[config.mk]
export PLATFORM = sky130hd
export DESIGN_NAME = seg7_scan_driver
export DESIGN_NICKNAME = d
export VERILOG_FILES = /design/src/rtl/seg7_pkg.sv /design/src/rtl/seg7_tick_div.sv /design/src/rtl/seg7_scan_driver.sv
export SDC_FILE = /design/constraint.sdc
export NUM_CORES = 1
export LEC_CHECK = 0
export BUFFER_PORTS_ARGS = -buffer_cell sky130_fd_sc_hd__buf_2
export CAP_MARGIN = 20
export CORE_UTILIZATION = 62
export DETAILED_ROUTE_END_ITERATION = 10
export PLACE_DENSITY_LB_ADDON = 0.25
export SYNTH_ARGS = -nofsm -noshare
export SYNTH_HDL_FRONTEND = slang
export SYNTH_SLANG_ARGS = --single-unit
[constraint.sdc]
create_clock -name clk -period 4.05 [get_ports clk]
set_input_delay 0.81 -clock clk [delete_from_list [all_inputs] [get_ports clk]]
set_output_delay 0.81 -clock clk [all_outputs]
set_load 0.05 [all_outputs]
[src/rtl/seg7_pkg.sv]
`default_nettype none
// ============================================================================
// seg7_pkg : segment glyph constants and BCD-to-segment decode
// Rev 1.0
// ============================================================================
package seg7_pkg;

    // Active-low segments ordered {a,b,c,d,e,f,g}
    localparam logic [6:0] SEG_BLANK = 7'b1111111;
    localparam logic [6:0] SEG_DASH  = 7'b1111110;
    localparam logic [6:0] SEG_0     = 7'b0000001;
    localparam logic [6:0] SEG_1     = 7'b1001111;
    localparam logic [6:0] SEG_2     = 7'b0010010;
    localparam logic [6:0] SEG_3     = 7'b0000110;
    localparam logic [6:0] SEG_4     = 7'b1001100;
    localparam logic [6:0] SEG_5     = 7'b0100100;
    localparam logic [6:0] SEG_6     = 7'b0100000;
    localparam logic [6:0] SEG_7     = 7'b0001111;
    localparam logic [6:0] SEG_8     = 7'b0000000;
    localparam logic [6:0] SEG_9     = 7'b0000100;

    function automatic logic [6:0] bcd_to_seg(input logic [3:0] d);
        logic [6:0] seg;
        case (d)
            4'd0:    seg = SEG_0;
            4'd1:    seg = SEG_1;
            4'd2:    seg = SEG_2;
            4'd3:    seg = SEG_3;
            4'd4:    seg = SEG_4;
            4'd5:    seg = SEG_5;
            4'd6:    seg = SEG_6;
            4'd7:    seg = SEG_7;
            4'd8:    seg = SEG_8;
            4'd9:    seg = SEG_9;
            default: seg = SEG_DASH;
        endcase
        return seg;
    endfunction

endpackage
`default_nettype wire

[src/rtl/seg7_tick_div.sv]
`default_nettype none
// ============================================================================
// seg7_tick_div : free-running 0..DIV-1 counter with a terminal-count tick
// Rev 1.0
// ============================================================================
module seg7_tick_div #(
    parameter int DIV = 4
) (
    input  logic clk,
    input  logic rst,
    input  logic clr,
    output logic tick
);

    localparam int CW = (DIV > 1) ? $clog2(DIV) : 1;

    logic [CW-1:0] cnt_q;
    logic          tc;

    assign tc   = (cnt_q == CW'(DIV - 1));
    assign tick = tc;

    always_ff @(posedge clk) begin
        if (!rst) begin
            cnt_q <= '0;
        end else if (clr || tc) begin
            cnt_q <= '0;
        end else begin
            cnt_q <= cnt_q + CW'(1);
        end
    end

endmodule
`default_nettype wire

[src/rtl/seg7_scan_driver.sv]
`default_nettype none
// ============================================================================
// seg7_scan_driver : 4-digit multiplexed 7-segment scan with dead time,
//                    per-digit blink, leading-zero blanking and error glyph
// Rev 1.0
// ============================================================================
module seg7_scan_driver
    import seg7_pkg::*;
#(
    parameter int SCAN_DIV  = 100000,
    parameter int BLINK_DIV = 25000000,
    parameter int DEAD_CYC  = 64
) (
    input  logic       clk,
    input  logic       rst,
    input  logic       disp_en,
    input  logic [3:0] digit1,
    input  logic [3:0] digit2,
    input  logic [3:0] digit3,
    input  logic [3:0] digit4,
    input  logic [3:0] blink_mask,
    input  logic       blank_lz,
    output logic [3:0] Anode_Activate,
    output logic [6:0] LED_out
);

    localparam int DW = $clog2(DEAD_CYC + 2);

    logic          scan_tick;
    logic          blink_tick;
    logic          mask_chg;
    logic [1:0]    idx_q;
    logic          blink_on_q;
    logic [3:0]    mask_q;
    logic [DW-1:0] dead_cnt_q;
    logic          dead;
    logic [3:0]    lz_blank;
    logic [3:0]    cur_digit;
    logic          show;
    logic [3:0]    an_d;
    logic [6:0]    led_d;
    logic [3:0]    an_q;
    logic [6:0]    led_q;

    assign mask_chg = (blink_mask != mask_q);

    seg7_tick_div #(.DIV(SCAN_DIV)) u_scan_div (
        .clk  (clk),
        .rst  (rst),
        .clr  (1'b0),
        .tick (scan_tick)
    );

    seg7_tick_div #(.DIV(BLINK_DIV)) u_blink_div (
        .clk  (clk),
        .rst  (rst),
        .clr  (mask_chg),
        .tick (blink_tick)
    );

    // Tracks the first DEAD_CYC counts of each slot in lockstep with the scan prescaler
    assign dead = (dead_cnt_q < DW'(DEAD_CYC));

    // A non-BCD digit is non-zero, so it always breaks the leading-zero run
    assign lz_blank[0] = blank_lz && (digit1 == 4'd0);
    assign lz_blank[1] = blank_lz && (digit1 == 4'd0) && (digit2 == 4'd0);
    assign lz_blank[2] = blank_lz && (digit1 == 4'd0) && (digit2 == 4'd0) && (digit3 == 4'd0);
    assign lz_blank[3] = 1'b0;

    always_comb begin
        cur_digit = digit1;
        case (idx_q)
            2'd0:    cur_digit = digit1;
            2'd1:    cur_digit = digit2;
            2'd2:    cur_digit = digit3;
            default: cur_digit = digit4;
        endcase
    end

    assign show  = disp_en && !lz_blank[idx_q] && !(blink_mask[idx_q] && !blink_on_q);
    assign led_d = show ? bcd_to_seg(cur_digit) : SEG_BLANK;
    assign an_d  = (show && !dead) ? ~(4'b0001 << idx_q) : 4'b1111;

    always_ff @(posedge clk) begin
        if (!rst) begin
            idx_q      <= 2'd0;
            blink_on_q <= 1'b1;
            mask_q     <= 4'd0;
            dead_cnt_q <= '0;
            an_q       <= 4'b1111;
            led_q      <= SEG_BLANK;
        end else begin
            an_q   <= an_d;
            led_q  <= led_d;
            mask_q <= blink_mask;
            if (scan_tick) begin
                idx_q      <= idx_q + 2'd1;
                dead_cnt_q <= '0;
            end else if (dead) begin
                dead_cnt_q <= dead_cnt_q + DW'(1);
            end
            // A freshly selected field restarts in the visible phase
            if (mask_chg) begin
                blink_on_q <= 1'b1;
            end else if (blink_tick) begin
                blink_on_q <= ~blink_on_q;
            end
        end
    end

    assign Anode_Activate = an_q;
    assign LED_out        = led_q;

endmodule
`default_nettype wire
==> flow_metrics.py <==
metrics = {
    "sta": {
        "hold_viol_final": 0,
        "worstMarginPinSlew_ps": 946.9,
        "tns_ps": 0,
        "fin_crit_ps": 2719,
        "setup_viol": 0,
        "finClkSkew_ps": 10.33,
        "slew_viol_final": 0,
        "slew_headroom_pct": 36.87,
        "setup_ws_ps": 1331,
        "max_freq_mhz": 367.8,
        "finalCritPeriodShare_pct": 67.14,
        "rsz0062_at_grt": "no",
        "timing.hold.ws_ps": 462.2,
    },
    "worst_setup_path": {
        "cp-start-kind": "flop",
        "required_ps": 4280,
        "crit_arrival_ps": 2950,
        "cp_max_fo": 9,
        "crit_type": "flop to flop",
        "cp-end-kind": "flop",
    },
    "layout": {
        "layout-drive-gt1-share_pct": 16.58,
        "final_cell_mix": "dfxtp_1 (67), buf_2 (34), nor2_1 (31)",
        "n_fill_cell": 402,
        "diodes": 0,
        "fin_cells": 474,
        "layout_commonest_cell": "dfxtp_1",
        "area_growth_pct": 12.71,
        "register_area_um2": 1341,
        "multi_input_area_um2": 1823,
        "nets": 437,
    },
    "synth": {
        "synth_edf_count": 0,
        "synthArstFlopShare_pct": 0,
        "syn_nets": 402,
        "synth.distinct_cells": 54,
        "ys_ff_latch": 67,
        "synthesis.area_um2": 3298,
        "synth_seq_area_share_pct": 40.67,
        "syn-mean-instance-area_um2": 9.061,
        "synthFlopType": "dfxtp_1",
        "synthCells": 364,
        "synth-warning-count": 0,
    },
    "power": {
        "finalPower_mw": 1.337,
        "ir_worst_vdd_uv": 334.0,
        "cellLeakagePower_nw": 1.335,
        "p_per_area_nw_per_um2": 359.7,
    },
    "global_routing": {
        "grt_antenna_before_repair": 0,
        "overflow": 0,
        "grt_max_degree": 27,
        "grt_pass1_wl_mm": 10.92,
        "grt_pass1_vias": 2458,
        "grt_usage_pct": 25.88,
    },
    "placed_design": {
        "placed_cells": 458,
        "io_buffers": 34,
        "dp_hpwl_mm": 4.621,
        "routabilityCongestion": 0.8607,
        "pre_cts_slack_ps": 1282,
    },
    "floorplan": {
        "die_y_um": 74.94,
        "chipWidth_um": 74.94,
        "start_util_pct": 64.58,
        "row_count": 26,
        "die_area_um2": 5615,
        "io_pins": 35,
        "core_um2": 5107,
    },
    "clock_tree": {
        "cts_sinks": 67,
        "clkTransAtPathRegs_ps": 70,
        "clockRootBuffer": "clkbuf_8",
        "cts-resized-gates": 0,
        "cts_tree": "built",
        "cts_inserted_buffers": 9,
        "clockBufferDepth": 2,
        "htree_levels": 3,
        "clk_latency_ps": 350,
        "ctsHoldBuffers": 0,
        "cts_setup_buffers": 0,
    },
    "run": {
        "drv_cap": 0,
    },
    "detailed_routing": {
        "post_drt_wl_per_cell_um": 14.02,
        "viasPerCell": 5.873,
        "wirelength_mm": 6.645,
        "antenna_left": 0,
        "drc": 0,
        "drtIter0Drc": 182,
        "first_pass_iters": 4,
        "num_vias": 2784,
    },
    "min_path": {
        "min_path_type": "flop to flop",
    },
    "run_status": {
        "status": "finished, final reports clean",
    },
}
==> per-stage QoR <==
stage,instance area (um2),util [%]
final,3717,72.78
after global routing,3717,72.78
after CTS,3717,72.78
after detailed placement,3505,68.62
after global placement,3505,68.62
after floorplan,3298,-
==> cells by family (layout without fill, tap and decap cells) <==
| logic type | Yosys count | count (layout) | synth area share [%] |
|---|---|---|---|
| xor+xnor | 29 | 29 | 7.701 |
| mux | 2 | 2 | 0.9863 |
| buf+inv | 29 | 69 | 4.059 |
| fa+ha+maj | 14 | 14 | 5.311 |
| compound gates | 70 | 70 | 14.61 |
| simple gates | 153 | 153 | 26.67 |
| flops | 67 | 67 | 40.67 |
==> sequential cells by signal, summed over array words and instances (netlist names) <==
register,count
u_blink_div.cnt_q,25
u_scan_div.cnt_q,17
LED_out,7
dead_cnt_q,7
Anode_Activate,4
mask_q,4
idx_q,2
blink_on_q,1
==> worst max-delay path, stage by stage (launching register included) <==
cell      delay [ps]
dfxtp_1          530
ha_1             330
clkinv_1         270
a21oi_1          520
inv_1            180
ha_1             240
nor2_1           100
a32oi_1          140
a21oi_1          180
o21ai_0           90
==> where the power goes <==
group,switching (mW),internal [mW],total (mW)
logic,0.0483,0.0317,0.0800
clock network,0.248,0.332,0.581
registers,0.00684,0.669,0.676
total,0.304,1.03,1.34
==> layer usage <==
metal | GRT usage, % | share of wire, % | vias up
met5 | 0 | 0 | -
met2 | 41.64 | 49 | 44
met1 | 33.75 | 47 | 1322
li1 | - | - | 1411
met3 | 8.434 | 3.8 | 7
met4 | 6.289 | 0.57 | 0
==> final timing paths <==
path | start | endpoint | slack, ps | cells past startpoint
max | idx_q[0] | LED_out[6] | 1330 | 9
min | u_scan_div.cnt_q[0] | u_scan_div.cnt_q[0] | 460 | 1
max reg2reg | idx_q[0] | LED_out[6] | 1330 | 9
min reg2reg | u_scan_div.cnt_q[0] | u_scan_div.cnt_q[0] | 460 | 1
==> synthesized netlist by cell type, types with 7 or more instances <==
library cell  count  area (um2)
dfxtp_1          67        1341
nor2_1           31       116.4
nand3_1          18       90.09
nand2_1          17       63.81
o21ai_0          17       85.08
xor2_1           16       140.1
inv_1            15       56.30
ha_1             14       175.2
nand4_1          13       81.33
nor3_1           13       65.06
xnor2_1          13       113.9
a211oi_1         12       90.09
a21oi_1          12       60.06
o31ai_1           9       67.56
or4_1             9       67.56
buf_2             8       40.04
nor2b_1           7       43.79
or3_1             7       43.79
==> layout make-up <==
| cell class | instances | share of cell area, % |
|---|---|---|
| inverter | 16 | 1.616 |
| clock inverter | 4 | 1.279 |
| multi-input combinational | 268 | 49.04 |
| timing repair buffer | 37 | 5.183 |
| sequential | 67 | 36.08 |
| tap | 70 | 2.356 |
| clock buffer | 12 | 4.443 |
Power figures use the tool's default switching activity.
